--- src/rtl/instr_fetch_if.sv ---
// rtl/instr_fetch_if.sv - fetch controller bus: redirect, instruction memory and decode handshake
// Purpose: bundles every non-clock signal of instr_fetch_ctrl. The master modport is the fetch
// controller. The slave modport is its environment: PC/branch logic, memory and decode.
// Ports:
//   redirect_i, redirect_pc_i    branch/jump redirect request and byte target address
//   imem_req_o, imem_addr_o      instruction memory read request and byte address
//   imem_rdata_i                 read data, valid the cycle after imem_req_o
//   instr_valid_o, instr_ready_i prefetch FIFO head handshake towards decode
//   instr_o, pc_o                head instruction and its byte PC (0 when empty)
//   fault_o                      sticky misaligned-redirect fault
//   imem_widx                    word index the memory decodes, imem_addr_o[ADDR_WIDTH+1:2]
interface instr_fetch_if #(
  parameter int DATA_WIDTH = 32,
  parameter int ADDR_WIDTH = 10
);
  logic                  redirect_i;
  logic [DATA_WIDTH-1:0] redirect_pc_i;
  logic                  imem_req_o;
  logic [DATA_WIDTH-1:0] imem_addr_o;
  logic [DATA_WIDTH-1:0] imem_rdata_i;
  logic                  instr_valid_o;
  logic                  instr_ready_i;
  logic [DATA_WIDTH-1:0] instr_o;
  logic [DATA_WIDTH-1:0] pc_o;
  logic                  fault_o;
  logic [ADDR_WIDTH-1:0] imem_widx;

  assign imem_widx = imem_addr_o[ADDR_WIDTH+1:2];

  modport master (
    input  redirect_i, redirect_pc_i, imem_rdata_i, instr_ready_i,
    output imem_req_o, imem_addr_o, instr_valid_o, instr_o, pc_o, fault_o
  );

  modport slave (
    output redirect_i, redirect_pc_i, imem_rdata_i, instr_ready_i,
    input  imem_req_o, imem_addr_o, instr_valid_o, instr_o, pc_o, fault_o, imem_widx
  );
endinterface

--- src/rtl/instr_fetch_ctrl.sv ---
// rtl/instr_fetch_ctrl.sv - instruction fetch sequencer with prefetch FIFO and redirect handling
// Purpose: keeps the fetch PC and issues one word read per cycle to a 1-cycle-latency memory
// while credit allows. It buffers returned words with their PC and serves them to decode.
// A redirect flushes the buffer and drops the in-flight read. A misaligned redirect target
// locks the block in FAULT until rst.
// Ports:
//   clk  rising-edge clock
//   rst  asynchronous active-high reset
//   bus  instr_fetch_if.master (redirect, imem request/data, decode handshake, fault)
module instr_fetch_ctrl #(
  parameter int                    DATA_WIDTH = 32,
  parameter logic [DATA_WIDTH-1:0] RESET_PC   = '0,
  parameter int                    FIFO_DEPTH = 2
) (
  input  logic          clk,
  input  logic          rst,
  instr_fetch_if.master bus
);
  localparam int PW = $clog2(FIFO_DEPTH);
  localparam int CW = PW + 1;

  typedef enum logic [1:0] {
    S_BOOT  = 2'd0,
    S_RUN   = 2'd1,
    S_FAULT = 2'd2
  } state_t;

  state_t                state_q, state_d;
  logic [DATA_WIDTH-1:0] fetch_pc_q, fetch_pc_d;
  logic                  inflight_q, inflight_d;
  logic                  inflight_epoch_q, inflight_epoch_d;
  logic [DATA_WIDTH-1:0] inflight_pc_q, inflight_pc_d;
  logic                  epoch_q, epoch_d;
  logic [PW-1:0]         rd_ptr_q, rd_ptr_d;
  logic [PW-1:0]         wr_ptr_q, wr_ptr_d;
  logic [CW-1:0]         count_q, count_d;
  logic [DATA_WIDTH-1:0] fifo_instr_q [FIFO_DEPTH];
  logic [DATA_WIDTH-1:0] fifo_pc_q    [FIFO_DEPTH];

  logic                  run;
  logic                  misaligned;
  logic                  flush;
  logic                  head_valid;
  logic                  pop;
  logic                  push;
  logic                  issue;
  logic [CW:0]           occupancy;
  logic [DATA_WIDTH-1:0] fetch_addr;

  assign run        = (state_q == S_RUN);
  assign misaligned = bus.redirect_i && (bus.redirect_pc_i[1:0] != 2'b00);
  assign flush      = run && bus.redirect_i;
  assign head_valid = run && (count_q != '0);
  assign pop        = head_valid && bus.instr_ready_i;
  // A response whose epoch tag is stale belongs to a redirected-away path.
  assign push       = run && inflight_q && (inflight_epoch_q == epoch_q);
  assign fetch_addr = bus.redirect_i ? bus.redirect_pc_i : fetch_pc_q;

  // Words already buffered plus the one on its way back, less the one leaving now.
  assign occupancy  = {1'b0, count_q} + (CW+1)'(inflight_q) - (CW+1)'(pop);

  // A flushing redirect empties the FIFO and orphans the in-flight read, so it always has credit.
  assign issue = run && (bus.redirect_i ? !misaligned : (occupancy < (CW+1)'(FIFO_DEPTH)));

  // State register
  always_ff @(posedge clk or posedge rst) begin
    if (rst) begin
      state_q <= S_BOOT;
    end else begin
      state_q <= state_d;
    end
  end

  // Next-state logic
  always_comb begin
    state_d = state_q;
    case (state_q)
      S_BOOT:  state_d = S_RUN;
      S_RUN:   if (misaligned) state_d = S_FAULT;
      S_FAULT: state_d = S_FAULT;
      default: state_d = S_BOOT;
    endcase
  end

  // Outputs
  always_comb begin
    bus.imem_req_o    = issue;
    bus.imem_addr_o   = issue ? fetch_addr : '0;
    bus.instr_valid_o = head_valid;
    bus.instr_o       = head_valid ? fifo_instr_q[rd_ptr_q] : '0;
    bus.pc_o          = head_valid ? fifo_pc_q[rd_ptr_q] : '0;
    bus.fault_o       = (state_q == S_FAULT);
  end

  // Datapath next values
  always_comb begin
    fetch_pc_d = fetch_pc_q;
    if (issue) begin
      fetch_pc_d = fetch_addr + DATA_WIDTH'(4);
    end else if (bus.redirect_i && (state_q != S_FAULT)) begin
      fetch_pc_d = bus.redirect_pc_i;
    end
    epoch_d          = flush ? ~epoch_q : epoch_q;
    inflight_d       = issue;
    inflight_epoch_d = epoch_d;
    inflight_pc_d    = issue ? fetch_addr : inflight_pc_q;
    if (flush) begin
      rd_ptr_d = '0;
      wr_ptr_d = '0;
      count_d  = '0;
    end else begin
      rd_ptr_d = rd_ptr_q + PW'(pop);
      wr_ptr_d = wr_ptr_q + PW'(push);
      count_d  = count_q + CW'(push) - CW'(pop);
    end
  end

  always_ff @(posedge clk or posedge rst) begin
    if (rst) begin
      fetch_pc_q       <= RESET_PC;
      inflight_q       <= 1'b0;
      inflight_epoch_q <= 1'b0;
      inflight_pc_q    <= '0;
      epoch_q          <= 1'b0;
      rd_ptr_q         <= '0;
      wr_ptr_q         <= '0;
      count_q          <= '0;
    end else begin
      fetch_pc_q       <= fetch_pc_d;
      inflight_q       <= inflight_d;
      inflight_epoch_q <= inflight_epoch_d;
      inflight_pc_q    <= inflight_pc_d;
      epoch_q          <= epoch_d;
      rd_ptr_q         <= rd_ptr_d;
      wr_ptr_q         <= wr_ptr_d;
      count_q          <= count_d;
    end
  end

  // Storage needs no reset: entries are only read while counted as valid.
  always_ff @(posedge clk) begin
    if (push) begin
      fifo_instr_q[wr_ptr_q] <= bus.imem_rdata_i;
      fifo_pc_q[wr_ptr_q]    <= inflight_pc_q;
    end
  end
endmodule

--- src/flat_wrapper.sv ---
// flat-port wrapper written by rule: the top's interface ports become plain ports
module instr_fetch_ctrl_flat 
#(
  parameter int                    DATA_WIDTH = 32,
  parameter logic [DATA_WIDTH-1:0] RESET_PC   = '0,
  parameter int                    FIFO_DEPTH = 2
)
  (clk, rst, bus_redirect_i, bus_redirect_pc_i, bus_imem_rdata_i, bus_instr_ready_i, bus_imem_req_o, bus_imem_addr_o, bus_instr_valid_o, bus_instr_o, bus_pc_o, bus_fault_o);
  instr_fetch_if #(.DATA_WIDTH(DATA_WIDTH), .ADDR_WIDTH((10))) bus_i ();
  input  logic clk;
  input  logic rst;
  input wire logic [$bits(bus_i.redirect_i)-1:0] bus_redirect_i;
  input wire logic [$bits(bus_i.redirect_pc_i)-1:0] bus_redirect_pc_i;
  input wire logic [$bits(bus_i.imem_rdata_i)-1:0] bus_imem_rdata_i;
  input wire logic [$bits(bus_i.instr_ready_i)-1:0] bus_instr_ready_i;
  output wire logic [$bits(bus_i.imem_req_o)-1:0] bus_imem_req_o;
  output wire logic [$bits(bus_i.imem_addr_o)-1:0] bus_imem_addr_o;
  output wire logic [$bits(bus_i.instr_valid_o)-1:0] bus_instr_valid_o;
  output wire logic [$bits(bus_i.instr_o)-1:0] bus_instr_o;
  output wire logic [$bits(bus_i.pc_o)-1:0] bus_pc_o;
  output wire logic [$bits(bus_i.fault_o)-1:0] bus_fault_o;
  assign bus_i.redirect_i = bus_redirect_i;
  assign bus_i.redirect_pc_i = bus_redirect_pc_i;
  assign bus_i.imem_rdata_i = bus_imem_rdata_i;
  assign bus_i.instr_ready_i = bus_instr_ready_i;
  assign bus_imem_req_o = bus_i.imem_req_o;
  assign bus_imem_addr_o = {>>{bus_i.imem_addr_o}};
  assign bus_instr_valid_o = bus_i.instr_valid_o;
  assign bus_instr_o = bus_i.instr_o;
  assign bus_pc_o = bus_i.pc_o;
  assign bus_fault_o = bus_i.fault_o;
  instr_fetch_ctrl #(.DATA_WIDTH(DATA_WIDTH), .RESET_PC(RESET_PC), .FIFO_DEPTH(FIFO_DEPTH)) u_core (.clk(clk), .rst(rst), .bus(bus_i));
endmodule
--- config.mk ---
export PLATFORM = sky130hd
export DESIGN_NAME = instr_fetch_ctrl_flat
export DESIGN_NICKNAME = d
export VERILOG_FILES = /design/src/rtl/instr_fetch_if.sv /design/src/rtl/instr_fetch_ctrl.sv /design/src/flat_wrapper.sv
export SDC_FILE = /design/constraint.sdc
export NUM_CORES = 1
export LEC_CHECK = 0
export BUFFER_PORTS_ARGS = -buffer_cell sky130_fd_sc_hd__clkbuf_2
export CAP_MARGIN = 20
export CELL_PAD_IN_SITES_DETAIL_PLACEMENT = 2
export CELL_PAD_IN_SITES_GLOBAL_PLACEMENT = 2
export CORE_MARGIN = 4
export CORE_UTILIZATION = 37
export CTS_CLUSTER_SIZE = 20
export DETAILED_ROUTE_END_ITERATION = 6
export HOLD_SLACK_MARGIN = 0.03
export PLACE_DENSITY_LB_ADDON = 0.3
export SETUP_SLACK_MARGIN = 0.05
export SLEW_MARGIN = 10
export SYNTH_ARGS = -nofsm -noshare
export SYNTH_HDL_FRONTEND = slang
export SYNTH_SLANG_ARGS = --single-unit
--- constraint.sdc ---
create_clock -name clk -period 4.2 [get_ports clk]
set_input_delay 0.84 -clock clk [delete_from_list [all_inputs] [get_ports clk]]
set_output_delay 0.84 -clock clk [all_outputs]
set_load 0.01 [all_outputs]
==> flow_metrics.env, run 1 <==
export IMPL_whs_ps=448
export IMPL_min_path_type="input pin to async pin"
export IMPL_cts_path_max_buffers=2
export IMPL_final_max_slew_viol_count=0
export IMPL_overflow=0
export IMPL_die_w_um=168
export IMPL_wl_per_cell_um=23.3
export IMPL_antenna_cells=0
export IMPL_synth_edf_count=128
export IMPL_fin_setup_tns_ps=0
export IMPL_clkSinkCount=199
export IMPL_nets=1097
export IMPL_clkPwrFrac=0.255
export IMPL_seqPwrFrac=0.444
export IMPL_worstSkewPairLatency_ps=440
export IMPL_viasPerCell=5.55
export IMPL_fin_total_pwr_mw=6.69
export IMPL_synth_area_um2=9520
export IMPL_clkTransAtPathRegs_ps=80
export IMPL_end_kind="output pin"
export IMPL_synth_seq_area_share=0.590
export IMPL_synth_nets=929
export IMPL_synthTopCellsByArea="edfxtp_1 40%, dfrtp_1 19%, mux2i_1 10%, nor2_1 5.7%, a21oi_1 3.5%"
export IMPL_grt_antenna_before_repair=0
export IMPL_drive_gt1_frac=0.245
export IMPL_drcViolationCount=0
export IMPL_hold_buffers=0
export IMPL_finalCritPeriodShare=0.933
export IMPL_crit_required_ps=3360
export IMPL_yosys_warnings=0
export IMPL_rsz0062_at_grt="false"
export IMPL_status="finished clean"
export IMPL_ys_flop_type="edfxtp_1"
export IMPL_die_h_um=168
export IMPL_avgSynthCellArea_um2=11.2
export IMPL_crit_path_max_fanout=13
export IMPL_yosysTopAreaCellShare=0.404
export IMPL_layoutNonFillerInstCount=1364
export IMPL_relSlewSlack=0.375
export IMPL_p_sw_frac=0.378
export IMPL_combPwrFrac=0.302
export IMPL_p_per_area_nw_per_um2=581
export IMPL_antenna_left=0
export IMPL_clock_fmax_mhz=255
export IMPL_vias=7574
export IMPL_fin_skew_ps=17.7
export IMPL_wl_um=31800
export IMPL_grt_pass1_wl_um=49600
export IMPL_first_iter_violations=459
export IMPL_core_area_um2=25300
export IMPL_grt_pass1_vias=8253
export IMPL_setup_violations_final=0
export IMPL_tightest_slew_ps=911
export IMPL_cts_tree="done"
export IMPL_grt_max_degree=65
export IMPL_p_int_mw=4.16
export IMPL_start_util=0.377
export IMPL_yosysTopAreaCell="edfxtp_1"
export IMPL_gp_congestion=0.810
export IMPL_htreeDepth=4
export IMPL_clockRootBuffer="clkbuf_16"
export IMPL_async_flop_share=0.357
export IMPL_maxCapViolations=0
export IMPL_firstDrtPassIters=7
export IMPL_ios=167
export IMPL_path_class="flop to output pin"
export IMPL_switching_power_mw=2.53
export IMPL_ys_types=63
export IMPL_track_usage=0.226
export IMPL_synth_seq_cells=199
export IMPL_num_rows=58
export IMPL_area_growth_pct=21.0
export IMPL_syn_inst=853
export IMPL_worstPathArrival_ps=3080
export IMPL_startpoint_type="flop"
export IMPL_cts_buffers=17
export IMPL_portBuffers=166
export IMPL_peakVddDrop_v=0.000229
export IMPL_dp_cells=1332
export IMPL_post_route_min_period_ps=3920
export IMPL_dieArea_um2=28400
export IMPL_p_leak_nw=4.53
export IMPL_hold_viol=0
export IMPL_dp_hpwl_um=23200
[state kept, by name, indices dropped and copies added, names as in the netlist, 2 cells and up]
register	count
u_core.count_q	2
u_core.state_q	2
u_core.fetch_pc_q	32
u_core.fifo_instr_q	64
u_core.inflight_pc_q	32
u_core.fifo_pc_q	64
[metrics by stage]
| stage | area, um^2 | utilization | setup slack (ps) |
|---|---|---|---|
| after global placement | 10900 | 0.430 | 552 |
| after CTS | 11500 | 0.455 | 57.0 |
| after detailed placement | 10900 | 0.430 | 443 |
| after floorplan | 9520 | - | 184 |
| final | 11500 | 0.456 | 281 |
| after global routing | 11500 | 0.456 | 59.1 |
[critical path: stages, from the launching register on]
cell,delay (ps)
dfrtp_1,380
inv_1,120
ha_4,210
o21ai_4,70
inv_1,70
nand2_1,110
nor2_1,150
fa_1,460
and3b_1,250
a21oi_4,290
buf_6,240
nor2_1,80
clkbuf_2,160
[final timing paths]
path	start	endpoint	slack, ps	depth (start not counted)
worst max-delay path	u_core.state_q[1]	bus_imem_addr_o[17]	280	12
worst min-delay path	rst	u_core.state_q[0]	450	2
worst max register to register	u_core.state_q[1]	u_core.fetch_pc_q[19]	690	14
worst min register to register	u_core.inflight_pc_q[16]	u_core.fifo_pc_q[1][16]	480	0
max in group asynchronous	rst	u_core.fetch_pc_q[4]	2900	3
min in group clk	u_core.inflight_pc_q[16]	u_core.fifo_pc_q[1][16]	480	0
[power groups by stage]
stage               clock network [mW]  registers [mW]  logic [mW]
floorplan                            0            2.82        1.30
global placement                     0            2.95        1.91
detailed placement                   0            3.01        2.00
CTS                               1.74            2.97        2.03
global route                      1.84            3.03        2.24
finish                            1.70            2.97        2.02
[cells in the final DEF (no fill, tap or decap), types with 5 or more instances in the layout]
cell,synthesis,final
dfrtp_1,71,70
inv_8,0,5
a21oi_1,66,65
inv_1,10,8
nand4b_1,6,6
nand4_1,15,15
nor3_1,7,7
xor2_1,8,8
edfxtp_1,128,128
o21ai_0,28,27
mux2i_1,96,96
nand2b_1,5,5
nand3_1,22,22
clkbuf_2,0,165
nor2_1,144,144
xnor2_1,8,8
a31oi_1,16,16
nand3b_1,9,9
nand2_1,76,76
a211oi_1,8,8
and2_1,5,5
buf_4,0,31
clkbuf_16,0,17
[cells in the mapped netlist, types with 2 or more instances]
cell type and n:
nor4b_1 2, a21boi_0 4, o311ai_0 3, buf_2 7
and3_1 4, a21oi_1 66, xnor2_1 8, o21ai_0 28
ha_1 7, nor3_1 7, and2_1 5, mux2i_1 96
nand3_1 22, o31ai_1 3, o22ai_1 3, nor4_1 2
o211ai_1 3, o21a_1 2, or3_1 4, nand2b_1 5
inv_1 10, a222oi_1 3, xor2_1 8, clkbuf_1 25
nor2_1 144, buf_1 18, a31oi_1 16, edfxtp_1 128
a22oi_1 4, a221o_1 2, nand4_1 15, dfrtp_1 71
mux2_2 2, a211oi_1 8, a21o_1 2, nand2_1 76
nand3b_1 9, nand4b_1 6
[metal layers]
layer	up-vias	share of wire	track usage
met5	-	0	0
met4	0	0.017	0.0586
met3	32	0.036	0.0326
met2	182	0.49	0.377
met1	3908	0.46	0.311
li1	3452	-	-
[logic make-up (layout without fill, tap and decap cells)]
kind of cell,after synthesis,count (layout),synth area share
buffers and inverters,62,243,0.0273
AND/OR/NAND/NOR,310,310,0.149
adder cells (fa/ha/maj),8,8,0.0113
flip-flops,199,199,0.590
multiplexers,98,98,0.103
XOR/XNOR,16,16,0.0147
AO/OA/AOI/OAI,160,160,0.104
[layout make-up]
type,count,area [um^2]
clock buffers,18,439
clock inverters,14,180
fillers,2672,13700
inverters,10,37.5
multi-input cells,592,3690
flip-flops and latches,199,5620
well taps,330,413
repair buffers,201,1140
[timing repair]
action	in CTS	in global routing
gates resized for setup	1	6
endpoints found under the setup margin	16	30
pin swaps	0	1
setup buffers	0	0
Note: power is estimated with default switching activity, not from simulation.
==> inputs of run 2 (changes only) <==
- CORE_UTILIZATION: 37 -> 39
- CTS_CLUSTER_DIAMETER: unset -> 30
- clock period: 4.2 -> 4.8 ns (I/O delays scaled with it)
==> run 2 against run 1 <==
Via count up 0.69%. Global-route usage up 1.3 points. Register-to-register slack better by 90 ps. Non-clock buffer count down 5. First-iteration DRC count down 5.2%. Cell area down 0.41%. Count of clock-buffer cells in the layout down 1. Hold slack better by 20 ps. Die area down 4.9%. Sequential share of layout area up 0.20 points. Flip-flop and latch count unchanged.
==> flow_metrics.env, run 2 (synthesis gave the netlist of run 1 again) <==
export IMPL_status="finished clean"
export IMPL_area_growth_pct=20.5
export IMPL_viasPerCell=5.65
export IMPL_final_max_slew_viol_count=0
export IMPL_crit_slowest_cell="ha_1"
export IMPL_setup_violations_final=0
export IMPL_fin_area_um2=11500
export IMPL_fin_skew_ps=18.2
export IMPL_worstPathArrival_ps=3280
export IMPL_fillers=2428
export IMPL_antenna_left=0
export IMPL_ios=167
export IMPL_reg_top3="u_core.fifo_instr_q x64, u_core.fifo_pc_q x64"
export IMPL_hold_buffers=0
export IMPL_startpoint_type="flop"
export IMPL_crit_path_cell_trace="inv_1 -> ha_1 -> nand2_1 -> xnor2_1 -> nand2_1 -> fa_1 -> xnor2_1 -> nand2_1 -> nor2_1 -> clkbuf_2"
export IMPL_layout_common_cells="165 x clkbuf_2, 144 x nor2_1, 128 x edfxtp_1"
export IMPL_finalCritPeriodShare=0.884
export IMPL_mostFrequentLayoutCell="clkbuf_2"
export IMPL_final_util=0.483
export IMPL_first_iter_violations=435
export IMPL_fin_setup_tns_ps=0
export IMPL_firstDrtPassIters=5
export IMPL_maxCapViolations=0
export IMPL_vias=7626
export IMPL_nets=1092
export IMPL_die_w_um=164
export IMPL_setup_ws_ps=559
export IMPL_overflow=0
export IMPL_wl_per_cell_um=23.9
export IMPL_drcViolationCount=0
export IMPL_max_stage_delay_ps=430
export IMPL_crit_start="u_core.state_q[1]"
export IMPL_num_rows=56
export IMPL_cts_buffers=17
export IMPL_track_usage=0.239
export IMPL_htreeDepth=4
export IMPL_clkSinkCount=199
export IMPL_rsz0062_at_grt="false"
export IMPL_crit_required_ps=3840
export IMPL_path_class="flop to output pin"
export IMPL_end_kind="output pin"
export IMPL_wl_um=32200
export IMPL_worstSkewPairLatency_ps=440
export IMPL_cts_tree="done"
export IMPL_multiInputGateArea_um2=3670
export IMPL_relSlewSlack=0.301
export IMPL_core_area_um2=23800
export IMPL_dp_cells=1314
export IMPL_crit_path_max_fanout=12
export IMPL_tightest_slew_ps=1050
export IMPL_clockRootBuffer="clkbuf_16"
export IMPL_clkTransAtPathRegs_ps=90
export IMPL_peakVddDrop_v=0.000191
export IMPL_grt_pass1_vias=8283
export IMPL_hold_viol=0
export IMPL_p_leak_nw=4.51
export IMPL_min_path_type="flop to flop"
export IMPL_gp_congestion=0.845
export IMPL_hp_start="u_core.inflight_pc_q[16]"
export IMPL_dieArea_um2=27000
export IMPL_cts_path_max_buffers=2
export IMPL_grt_max_degree=73
export IMPL_placed_area_um2=10800
export IMPL_p_per_area_nw_per_um2=512
export IMPL_path_common_cell="nand2_1"
export IMPL_start_util=0.401
export IMPL_grt_pass1_wl_um=49300
export IMPL_clock_fmax_mhz=236
export IMPL_pre_cts_ws_ps=749
export IMPL_rr_startpoint="u_core.state_q[1]"
export IMPL_drive_gt1_frac=0.239
export IMPL_dp_hpwl_um=22400
export IMPL_portBuffers=166
export IMPL_post_route_min_period_ps=4240
export IMPL_grt_antenna_before_repair=1
export IMPL_layoutNonFillerInstCount=1349
export IMPL_ff_latch_area_um2=5620
export IMPL_die_h_um=164
run 2: path summary, 6_finish.rpt:
kind / to / slack (ps) / depth (start not counted)
max: bus_imem_addr_o[0] / 560 / 10
min: u_core.fifo_pc_q[1][16] / 470 / 0
max reg2reg: u_core.fetch_pc_q[7] / 780 / 13
min reg2reg: u_core.fifo_pc_q[1][16] / 470 / 0
max in group asynchronous: u_core.inflight_pc_q[25] / 3070 / 3
min in group asynchronous: u_core.inflight_pc_q[8] / 650 / 2
run 2: power by group:
group,switching (mW),internal (mW)
clock,0.749,0.762
combinational,1.11,0.642
sequential,0.357,2.25
run 2: layer usage:
layer	GRT usage	up-vias	share of wire
met4	0.0587	0	0.017
met1	0.312	3904	0.43
met5	0	-	0
met2	0.408	245	0.50
li1	-	3440	-
met3	0.0507	37	0.061
run 2: worst max-delay path, delay by kind of cell (launching register included):
kind          cells  cell delay [ps]
fa+ha+maj         2              850
simple gates      4              830
xor+xnor          2              520
flops             1              390
buf+inv           2              250
run 2: what timing repair did:
| item | 4_1_cts | 5_1_grt |
|---|---|---|
| setup buffers | 0 | 2 |
| endpoints found under the setup margin | 0 | 20 |
| resized for setup | 0 | 0 |
run 2: metrics by stage:
stage,power [mW],hold WS (ps)
floorplan,3.60,443
global placement,4.22,451
detailed placement,4.36,458
CTS,5.90,472
global route,6.19,492
finish,5.87,468
run 2: area by class of cell:
| class | count | share of cell area |
|---|---|---|
| clock inverters | 15 | 0.0179 |
| inverters | 10 | 0.00327 |
| diodes | 1 | 0.000218 |
| flip-flops and latches | 199 | 0.490 |
| multi-input cells | 592 | 0.320 |
| clock buffers | 17 | 0.0371 |
| repair buffers | 196 | 0.0964 |
| well taps | 319 | 0.0348 |
